File: src/rtl/rob_inorder_commit_pkg.sv
// rob_pkg: default sizes and entry layout shared by the reorder buffer files
package rob_pkg;
  localparam int ROB_DATA_W = 32;
  localparam int ROB_ADDR_W = 5;
  localparam int ROB_DEPTH  = 8;
  typedef struct packed {
    logic                  valid;
    logic                  ready;
    logic [ROB_ADDR_W-1:0] addr;
    logic [ROB_DATA_W-1:0] data;
  } rob_entry_t;
endpackage

File: src/rtl/rob_inorder_commit_ptr.sv
// rob_ptr: wrapping ring pointer with increment and synchronous clear
module rob_ptr #(
  parameter int W = 3
) (
  input  logic         clk,
  input  logic         rst,
  input  logic         clr,
  input  logic         inc,
  output logic [W-1:0] ptr
);
  always_ff @(posedge clk or negedge rst)
    if (!rst) ptr <= '0;
    else if (clr) ptr <= '0;
    else if (inc) ptr <= ptr + 1'b1;
endmodule

File: src/rtl/rob_inorder_commit.sv
// rob_inorder_commit: reorder buffer retiring out-of-order results in allocation order
// ROB_FLUSH_EN adds a flush port that discards every entry in one cycle
module rob_inorder_commit
  import rob_pkg::*;
#(
  parameter int DATA_W = ROB_DATA_W,
  parameter int ADDR_W = ROB_ADDR_W,
  parameter int DEPTH = ROB_DEPTH,
  localparam int TAG_W = $clog2(DEPTH)
) (
  input  logic              clk,
  input  logic              rst,
  input  logic              alloc_valid,
  input  logic [ADDR_W-1:0] alloc_addr,
  output logic              alloc_ready,
  output logic [TAG_W-1:0]  alloc_tag,
  input  logic              wb_valid,
  input  logic [TAG_W-1:0]  wb_tag,
  input  logic [DATA_W-1:0] wb_data,
  output logic              commit_valid,
  input  logic              commit_ready,
  output logic [ADDR_W-1:0] commit_addr,
  output logic [DATA_W-1:0] commit_data,
  output logic [TAG_W:0]    count,
`ifdef ROB_FLUSH_EN
  input  logic              flush,
`endif
  output logic              empty
);
  typedef struct packed {
    logic              valid;
    logic              ready;
    logic [ADDR_W-1:0] addr;
    logic [DATA_W-1:0] data;
  } entry_t;
  entry_t ent [DEPTH];
  logic [TAG_W-1:0] head, tail;
  logic fl, alloc_fire, wb_fire, commit_fire;
`ifdef ROB_FLUSH_EN
  assign fl = flush;
`else
  assign fl = 1'b0;
`endif
  assign alloc_ready  = count != (TAG_W+1)'(DEPTH);
  assign alloc_tag    = tail;
  assign empty        = count == '0;
  assign alloc_fire   = alloc_valid && alloc_ready && !fl;
  assign wb_fire      = wb_valid && ent[wb_tag].valid && !fl;
  assign commit_valid = ent[head].valid && ent[head].ready && !fl;
  assign commit_fire  = commit_valid && commit_ready;
  assign commit_addr  = ent[head].addr;
  assign commit_data  = ent[head].data;
  rob_ptr #(.W(TAG_W)) u_head (.clk, .rst, .clr(fl), .inc(commit_fire), .ptr(head));
  rob_ptr #(.W(TAG_W)) u_tail (.clk, .rst, .clr(fl), .inc(alloc_fire), .ptr(tail));
  // a writeback racing the retirement of the same entry is dropped with it
  always_ff @(posedge clk or negedge rst)
    if (!rst) begin
      count <= '0;
      for (int i = 0; i < DEPTH; i++) ent[i] <= '0;
    end else if (fl) begin
      count <= '0;
      for (int i = 0; i < DEPTH; i++) begin
        ent[i].valid <= 1'b0;
        ent[i].ready <= 1'b0;
      end
    end else begin
      count <= count + (TAG_W+1)'(alloc_fire) - (TAG_W+1)'(commit_fire);
      if (commit_fire) begin
        ent[head].valid <= 1'b0;
        ent[head].ready <= 1'b0;
      end
      if (wb_fire && !(commit_fire && wb_tag == head)) begin
        ent[wb_tag].data  <= wb_data;
        ent[wb_tag].ready <= 1'b1;
      end
      if (alloc_fire) begin
        ent[tail].valid <= 1'b1;
        ent[tail].ready <= 1'b0;
        ent[tail].addr  <= alloc_addr;
      end
    end
endmodule

File: config.mk
export PLATFORM = sky130hd
export DESIGN_NAME = rob_inorder_commit
export DESIGN_NICKNAME = d
export VERILOG_FILES = /design/src/rtl/rob_inorder_commit_pkg.sv /design/src/rtl/rob_inorder_commit_ptr.sv /design/src/rtl/rob_inorder_commit.sv
export SDC_FILE = /design/constraint.sdc
export NUM_CORES = 1
export LEC_CHECK = 0
export CORE_ASPECT_RATIO = 1.2
export CORE_UTILIZATION = 52
export DETAILED_ROUTE_END_ITERATION = 8
export GPL_ROUTABILITY_DRIVEN = 0
export PLACE_DENSITY = 0.81
export SYNTH_ARGS = -nofsm -noshare
export SYNTH_HDL_FRONTEND = slang
export SYNTH_HIERARCHICAL = 1
export SYNTH_SLANG_ARGS = --single-unit
File: constraint.sdc
create_clock -name clk -period 3.3 [get_ports clk]
set_clock_uncertainty 0.1 [all_clocks]
set_input_delay 0.66 -clock clk [delete_from_list [all_inputs] [get_ports clk]]
set_output_delay 0.66 -clock clk [all_outputs]
set_load 0.03 [all_outputs]
* After elaboration in Yosys (flattened, before gate mapping)
Index checks and enable logic that the tools add are counted.
** Storage, ports and cells
- Register bits :: 322
- Latch bits :: 0
- Bits in writable memories :: 0
- Memory bits (read-only) :: 0
- Input bits :: 45
- Memories :: 0
** Cells by class
- Add/subtract/negate cells :: 4
- $mul :: 0
- Div/mod/pow operators :: 0
- Order comparisons :: 6
- Equal/unequal tests :: 2
- Shifts and indexed selects :: 0
- Mux-type cells :: 30
- Bitwise operators :: 3
- Reduce and logical (&&, ||, !) cells :: 11
** Operator list (number)
- $bwmux W312 :: 7
- $mux W312 :: 3
- $demux W39 S3 :: 7
- $bmux W39 S3 :: 2
- $mux W39 :: 6
- $mux W38 :: 3
- $mux W37 :: 1
- $mux W32 :: 1
- $ge A4 B4 Y1 const B :: 3
- $lt A4 B1 Y1 const B :: 3
- $not A3 Y4 :: 3
- $logic_and A1 B1 Y1 :: 9
- $add A3 B1 Y3 const B :: 2
- $add A4 B1 Y4 :: 1
- $logic_not A4 Y1 :: 1
- $ne A4 B4 Y1 const B :: 1
- $sub A4 B1 Y4 :: 1
- $eq A3 B3 Y1 :: 1
- $logic_not A1 Y1 :: 1

* Logic depth before layout (Yosys ltp)
- Word-level depth :: 15
- Depth in mapped cells :: 12
- Gate-level depth less buffers :: 11

* Cells and area by module
Netlist, hierarchy kept.
** By module, submodules not included
- rob_inorder_commit :: times used 1, cells an instance 1045, area each 14577.7 µm², seq. area each 7907.6 µm²
- rob_ptr :: times used 2, cells an instance 11, area each 136.4 µm², seq. area each 75.1 µm²

* Least setup slack after synthesis
OpenSTA, ideal clock, no wires.
- Path type :: register to register
- Start :: register u_head.ptr[1]
- End :: register count[3]
- Arrival time :: 3.121 ns
- Data required time :: 3.121 ns
- Setup slack :: 0.000 ns
- Cell stages (with the launch flop) :: 13
- Clock period less this slack :: 3.300 ns
- Path through :: dfrtp_1 > clkbuf_1 > clkbuf_1 > clkbuf_1 > nor3_1 > a21oi_1 > and2_1 > ha_1 > inv_1 > ha_1 > a21o_1 > a21oi_1 > xor2_1
** Between the ends
- Cells in the longest elaborated chain, start to end :: 7
** RTL lines
- from (decl) :: line rob_inorder_commit_ptr.sv:9 : output logic [W-1:0] ptr
- from (signal assigned) :: line rob_inorder_commit_ptr.sv:14 : else if (inc) ptr <= ptr + 1'b1;
- $not A3 Y4 (implied by the code) :: line rob_inorder_commit.sv:49 : assign commit_valid = ent[head].valid && ent[head].ready && !fl;
- $bmux W39 S3 :: line rob_inorder_commit.sv:49
- $mux W39 (2 in a row)
- $logic_and A1 B1 Y1 :: line rob_inorder_commit.sv:49
- via commit_valid :: line rob_inorder_commit.sv:20 : output logic commit_valid,
- $logic_and A1 B1 Y1 :: line rob_inorder_commit.sv:50 : assign commit_fire = commit_valid && commit_ready;
- via commit_fire :: line rob_inorder_commit.sv:38 : logic fl, alloc_fire, wb_fire, commit_fire;
- $sub A4 B1 Y4 :: line rob_inorder_commit.sv:67 : count <= count + (TAG_W+1)'(alloc_fire) - (TAG_W+1)'(commit_fire);
- to (signal assigned) :: line rob_inorder_commit.sv:67
- to (decl) :: line rob_inorder_commit.sv:24 : output logic [TAG_W:0] count,
The timed path passes the listed nets, and every way through them passes these cells. The select of a mux whose other input is x is not followed.
A chain may end at the register's enable or synchronous reset.

* Final worst setup path
- Start :: register u_head.ptr[0]
- End :: output port commit_data[2]
** Between the ends
- Cells in the longest elaborated chain, start to end :: 4
** RTL lines
- $not A3 Y4 (implied by the code) :: line rob_inorder_commit.sv:52 : assign commit_data = ent[head].data;
- $bmux W39 S3 :: line rob_inorder_commit.sv:52
- $mux W39 (implied by the code) (2 in a row) :: line rob_inorder_commit.sv:52
- to (decl) :: line rob_inorder_commit.sv:23 : output logic [DATA_W-1:0] commit_data,
No other way between the ends. The select of a mux whose other input is x is not followed.

==> impl_metrics.prom <==
# TYPE chip_impl_metric gauge
chip_impl_metric{name="worst_skew_pair.late_latency",unit="ns"} 0.50
chip_impl_info{name="tritoncts_clock_tree",value="built"} 1
chip_impl_info{name="most_common_flop_cell_mapped_by_yosys",value="sky130_fd_sc_hd__dfrtp_1"} 1
chip_impl_metric{name="slew-limit-headroom",unit=""} 0.4718
chip_impl_metric{name="clk_path_buf_depth",unit=""} 3
chip_impl_metric{name="globalRouteTotalUtil",unit=""} 0.2491
chip_impl_metric{name="worstMarginPinSlew",unit="ns"} 0.7923
chip_impl_metric{name="peakVddDrop",unit="V"} 0.0006349
chip_impl_metric{name="overflow",unit=""} 0
chip_impl_metric{name="pre_cts_slack",unit="ns"} 0.2002
chip_impl_info{name="crit_path_top_delay_cell",value="sky130_fd_sc_hd__dfrtp_1"} 1
chip_impl_metric{name="io_buffers",unit=""} 91
chip_impl_metric{name="timing.fmax",unit="MHz"} 308.9
chip_impl_metric{name="placed_cell_area",unit="sq um"} 16590
chip_impl_metric{name="crit_arrival",unit="ns"} 2.48
chip_impl_metric{name="reg_area",unit="sq um"} 8063
chip_impl_metric{name="dieArea",unit="sq um"} 29240
chip_impl_metric{name="final_min_period_over_clock_period",unit=""} 0.9809
chip_impl_metric{name="grt_antenna_before_repair",unit=""} 1
chip_impl_metric{name="drt_pre_antenna_iters",unit=""} 6
chip_impl_info{name="mostFrequentLayoutCells",value="sky130_fd_sc_hd__dfrtp_1, sky130_fd_sc_hd__mux2_2, sky130_fd_sc_hd__mux2_4"} 1
chip_impl_info{name="rsz0062_at_grt",value="yes"} 1
chip_impl_metric{name="initial_core_util",unit=""} 0.5304
chip_impl_info{name="worst_hold_path_type",value="in2async"} 1
chip_impl_metric{name="critical_path.max_fanout",unit=""} 15
chip_impl_metric{name="io_pins",unit=""} 92
chip_impl_metric{name="grt_first_pass_wirelength",unit="mm"} 56.54
chip_impl_info{name="synthTopCellsByArea",value="sky130_fd_sc_hd__dfrtp_1, sky130_fd_sc_hd__mux2_2, sky130_fd_sc_hd__mux2_4"} 1
chip_impl_info{name="critPathCaptureType",value="output port"} 1
chip_impl_metric{name="hpwlAfterDp",unit="mm"} 22.11
chip_impl_metric{name="die_width",unit="microns"} 156.3
chip_impl_metric{name="filler_cell_count",unit=""} 2040
chip_impl_metric{name="grt_start_max_net_pins",unit=""} 102
chip_impl_metric{name="netlist.area_leader.share",unit=""} 0.5426
chip_impl_metric{name="post_layout_min_period",unit="ns"} 3.237
chip_impl_metric{name="cts_buffers",unit=""} 34
chip_impl_metric{name="holdBufCountCts",unit=""} 0
chip_impl_metric{name="final-max-slew-violation-count",unit=""} 0
chip_impl_metric{name="finish.net_count",unit=""} 1244
chip_impl_info{name="critPathMostFrequentCell",value="sky130_fd_sc_hd__buf_4"} 1
chip_impl_metric{name="power.static_leakage",unit="nW"} 8.102
chip_impl_metric{name="count_of_different_cell_masters_after_synthesis",unit=""} 60
chip_impl_metric{name="detail_route.iter0.violations",unit=""} 544
chip_impl_metric{name="report.final.setup_viol",unit=""} 0
chip_impl_metric{name="footprint_of_the_multi_input_gates",unit="sq um"} 6484
chip_impl_metric{name="core.rowCount",unit=""} 67
chip_impl_metric{name="routed_wire_length_per_instance",unit="microns"} 22.03
chip_impl_metric{name="cap_violations",unit=""} 0
chip_impl_metric{name="power.density",unit="nW/um^2"} 741.4
chip_impl_metric{name="routed-via-count",unit=""} 9525
chip_impl_info{name="layout_commonest_cell",value="sky130_fd_sc_hd__dfrtp_1"} 1
chip_impl_info{name="crit_chain",value="buf_4 -> nand2b_2 -> nor2_1 -> buf_4 -> a222oi_1 -> nand3_1 -> buf_12"} 1
chip_impl_metric{name="synth.avg_cell_area",unit="sq um"} 13.92
chip_impl_metric{name="postLayoutSetupSlackWorst",unit="ns"} 0.06299
chip_impl_metric{name="core",unit="sq um"} 28000
chip_impl_metric{name="setup-tns-final",unit="ns"} 0
chip_impl_info{name="timing.critical_path.from_type",value="register"} 1
chip_impl_metric{name="worst-endpoint-required",unit="ns"} 2.54
chip_impl_metric{name="synthesis.area",unit="sq um"} 14850
chip_impl_metric{name="fin_area",unit="sq um"} 17800
chip_impl_metric{name="clock_slew_seen_by_the_registers_of_the_worst_setup_and_hold_paths",unit="ns"} 0.06
chip_impl_metric{name="number_of_synthesized_flops_with_an_enable_pin",unit=""} 0
chip_impl_metric{name="synth_seq_area_share",unit=""} 0.5426
chip_impl_metric{name="hold_viol",unit=""} 0
chip_impl_info{name="cts_root_buf",value="sky130_fd_sc_hd__clkbuf_16"} 1
chip_impl_metric{name="synth_seq_cells",unit=""} 322
chip_impl_info{name="netlist.top_cell.by_area",value="sky130_fd_sc_hd__dfrtp_1"} 1
chip_impl_metric{name="ant_nets",unit=""} 0
chip_impl_metric{name="post_route_cells_drive_above_1_share",unit=""} 0.4000
chip_impl_metric{name="clock_tree.htree_level_count",unit=""} 2
chip_impl_metric{name="routed_wl",unit="mm"} 35.03
chip_impl_metric{name="final_util",unit=""} 0.6357
chip_impl_metric{name="yosysWarnings",unit=""} 6
chip_impl_metric{name="synth_cells",unit=""} 1067
chip_impl_metric{name="crit_path_max_incr_delay",unit="ns"} 0.44
chip_impl_info{name="setup.worst_path.class",value="reg2out"} 1
chip_impl_metric{name="cts_sinks",unit=""} 322
chip_impl_metric{name="first_global_vias",unit=""} 10180
chip_impl_metric{name="flow.area_growth_from_synthesis",unit="%"} 19.86
chip_impl_info{name="status",value="finished clean"} 1
chip_impl_metric{name="die_height",unit="microns"} 187.1
chip_impl_metric{name="share_of_synthesized_flip_flops_with_an_asynchronous_set_or_reset",unit=""} 1.000
chip_impl_metric{name="detail_route.drc_violations",unit=""} 0
chip_impl_metric{name="via_per_inst",unit=""} 5.991
cell type report:
| type | count | area share |
|---|---|---|
| Clock inverter | 11 | 0.007521 |
| Tap cell | 379 | 0.02664 |
| Inverter | 9 | 0.002109 |
| Antenna cell | 1 | 0.0001406 |
| Sequential cell | 322 | 0.4530 |
| Clock buffer | 45 | 0.05413 |
| Timing Repair Buffer | 149 | 0.09223 |
| Multi-Input combinational cell | 674 | 0.3643 |
flip-flops by register name, indices dropped and copies added (netlist names):
name,cells
u_head/ptr,3
u_tail/ptr,3
count,4
ent,312
kinds of logic (layout without fill, tap and decap cells):
| kind of cell | after synthesis | after routing | share of synthesized area |
|---|---|---|---|
| muxes | 344 | 344 | 0.2871 |
| DFF | 322 | 322 | 0.5426 |
| AOI/OAI and AO/OA | 163 | 163 | 0.08206 |
| and+or+nand+nor | 145 | 145 | 0.04828 |
| buffers and inverters | 76 | 214 | 0.02747 |
| adders and majority gates | 9 | 9 | 0.008089 |
| xor gates and xnor gates | 7 | 7 | 0.004128 |
| other | 1 | 7 | 0.0002525 |
stage by stage:
step / hold WS (ns) / power [mW] / cells
2_1_floorplan: 0.2644 / 7.991 / 1072
5_1_grt: 0.1762 / 13.80 / 1590
3_3_place_gp: 0.3694 / 9.240 / 1531
6_report: 0.1168 / 13.20 / 1590
3_5_place_dp: 0.3748 / 9.420 / 1531
4_1_cts: 0.1436 / 13.25 / 1589
synthesized netlist by cell type, types with 7 or more instances:
library cell,n
sky130_fd_sc_hd__a21oi_1,28
sky130_fd_sc_hd__a221oi_1,25
sky130_fd_sc_hd__a22o_1,10
sky130_fd_sc_hd__a22oi_1,46
sky130_fd_sc_hd__buf_2,14
sky130_fd_sc_hd__buf_6,12
sky130_fd_sc_hd__clkbuf_1,34
sky130_fd_sc_hd__dfrtp_1,322
sky130_fd_sc_hd__ha_1,8
sky130_fd_sc_hd__inv_1,8
sky130_fd_sc_hd__mux2_1,10
sky130_fd_sc_hd__mux2_2,210
sky130_fd_sc_hd__mux2_4,89
sky130_fd_sc_hd__mux2i_1,27
sky130_fd_sc_hd__mux4_2,8
sky130_fd_sc_hd__nand2_1,48
sky130_fd_sc_hd__nand3_1,17
sky130_fd_sc_hd__nand4_1,7
sky130_fd_sc_hd__nor2_1,34
sky130_fd_sc_hd__o21ai_0,10
sky130_fd_sc_hd__o221ai_1,7
timing repair:
item                                    CTS  global route
pin swaps                                 1             3
gates cloned                              0             0
endpoints found under the setup margin   18            12
gates resized for setup                  16            15
buffers inserted                          2             0
endpoints found under the hold margin     0             0
final timing paths:
kind	from	cells past startpoint	slack (ns)	to
hold / removal	rst	1	0.12	ent[288]
setup / recovery	u_head/ptr[0]	7	0.06	commit_data[2]
min in group clk	ent[70]	1	0.39	ent[70]
max in group asynchronous	rst	2	2.16	ent[238]
hold reg to reg	ent[70]	1	0.39	ent[70]
setup reg to reg	u_head/ptr[2]	11	0.30	count[2]
worst max-delay path, delay by kind of cell (launching register included):
kind,cells,cell delay [ns]
buf+inv,3,0.66
simple gates,3,0.59
flops,1,0.44
compound gates,1,0.29
where the power goes:
part / leakage (nW) / internal [mW] / switching [mW]
combinational: 3.38 / 2.03 / 1.68
clock: 0.547 / 2.28 / 1.50
sequential: 4.18 / 5.07 / 0.638
layer usage:
| layer | track usage | share of wire | routed length, microns |
|---|---|---|---|
| met2 | 0.4250 | 0.50 | 17660 |
| met1 | 0.3251 | 0.42 | 14710 |
| met4 | 0.08710 | 0.030 | 1042 |
| met5 | 0 | 0 | 0 |
| met3 | 0.03290 | 0.046 | 1620 |
Note: power is estimated with default switching activity, not from simulation.
==> RTL edit (same settings) <==
Set the package constant `ROB_DEPTH` to 16 (it was 8).
--- a/src/rtl/rob_inorder_commit_pkg.sv
+++ b/src/rtl/rob_inorder_commit_pkg.sv
@@ -4,3 +4,3 @@
   localparam int ROB_ADDR_W = 5;
-  localparam int ROB_DEPTH  = 8;
+  localparam int ROB_DEPTH  = 16;
   typedef struct packed {
Interface: changed (resized alloc_tag, count and wb_tag); port bits go from 92 to 95. No check against the original RTL was run, so the function may have changed too.
==> RTL edit against the unedited design <==
The run now ends with DRC, setup timing left. Worst setup slack worse by 0.34 ns. Sequential cell count grew 315. Sequential power rose by 79%. Largest power group unchanged. Largest cell class unchanged. Final area up 99%. Area after synthesis increased by 100%. Power increased by 64%. First-iteration DRC count increased by 140%. Routed wire length rose by 110%. Count of clock-buffer cells in the layout rose by 43.
==> RTL edit: results <==
{
  "ys_seq_area_frac": 0.534,
  "cts_setup_buffers": 23,
  "slew_headroom": 0.551,
  "status": "finished, violations left",
  "ys_ff_latch": 637,
  "signal_buffers": 243,
  "cts_resized": 109,
  "grt_max_degree": 86,
  "dp.cells": 2576,
  "grtUsageTotal": 0.254,
  "firstDrtPassIters": 7,
  "syn_area_per_cell_sq_um": 16.6,
  "violations": "DRC, setup timing",
  "drive_gt1_frac": 0.509,
  "wl_per_cell_microns": 26.3,
  "p_leak_nw": 16.3,
  "vdd_drop_max_mv": 0.538,
  "layout.nonclk_buf_frac": 0.0937,
  "multi_input_cells": 1013,
  "multi_input_area_sq_um": 13100,
  "port_buffers": 94,
  "place_area_sq_um": 32100,
  "worst-path-max-fanout": 6,
  "clkbuf_count": 88,
  "reg2reg_to": "count[4]$_DFF_PN0_",
  "dp_slack_ns": -0.0521,
  "r2r-start": "u_head/ptr[1]$_DFFE_PN0P_",
  "dpl.hpwl_mm": 42.6,
  "routed_via_density": 6.19,
  "worst_slack_ns": -0.278,
  "clk_share": 0.0575,
  "synthTopCellsByCount": "dfrtp_1, mux2_2, mux4_2, mux2_4, mux2_1",
  "r2r_slack_ns": -0.04,
  "nNonClkInverters": 11,
  "final-setup-viol-count": 39,
  "reg.largest.list": "ent (624), count (5)",
  "remaining_drc_errors": 8,
  "antenna_found_initial": 7,
  "fillerInstances": 3811,
  "netlist-cell-type-count": 46,
  "worst_r2r_path_depth": 16,
  "nNetsFinal": 2022,
  "regArea_sq_um": 16000
}
## RTL edit: cell families after synthesis
| group | after synthesis | share of synthesized area |
|---|---|---|
| other | 1 | 0.000126 |
| AO/OA/AOI/OAI | 72 | 0.0202 |
| multiplexers | 794 | 0.387 |
| AND/OR/NAND/NOR | 118 | 0.0209 |
| adder cells (fa/ha/maj) | 9 | 0.00402 |
| flip-flops | 637 | 0.534 |
| buffers and inverters | 156 | 0.0308 |
| XOR/XNOR | 10 | 0.00293 |
## RTL edit: worst max-delay path: stages, from the launching register on
cell and delay (ns):
dfrtp_4 0.51, buf_12 0.16, buf_12 0.14, buf_12 0.13
buf_16 0.14, mux4_2 0.45, mux4_2 0.51, buf_6 0.16
## RTL edit: worst max-delay path by stage
stage	startpoint	to	cells after the start
after floorplan	u_head/ptr[3]$_DFFE_PN0P_	count[4]$_DFF_PN0_	16
after global placement	wb_tag[0]	ent[525]$_DFFE_PN0P_	7
after detailed placement	wb_tag[0]	ent[525]$_DFFE_PN0P_	7
after CTS	u_head/ptr[0]$_DFFE_PN0P_	commit_data[14]	6
after global routing	u_head/ptr[0]$_DFFE_PN0P_	commit_addr[4]	7
final	u_head/ptr[0]$_DFFE_PN0P_	commit_addr[4]	7
## RTL edit: power by group
part	internal, mW	total [mW]	leakage, nW	switching (mW)
Sequential	9.36	10.2	8.31	0.885
Clock	4.06	7.10	1.01	3.05
Combinational	2.55	4.27	7.01	1.72
## RTL edit: layer usage
layer,vias up,wire length (microns),global-route usage
met3,145,4440,0.0477
met5,-,57,0
met1,9231,29200,0.345
li1,7080,-,-
met2,538,36400,0.415
met4,8,2140,0.0798
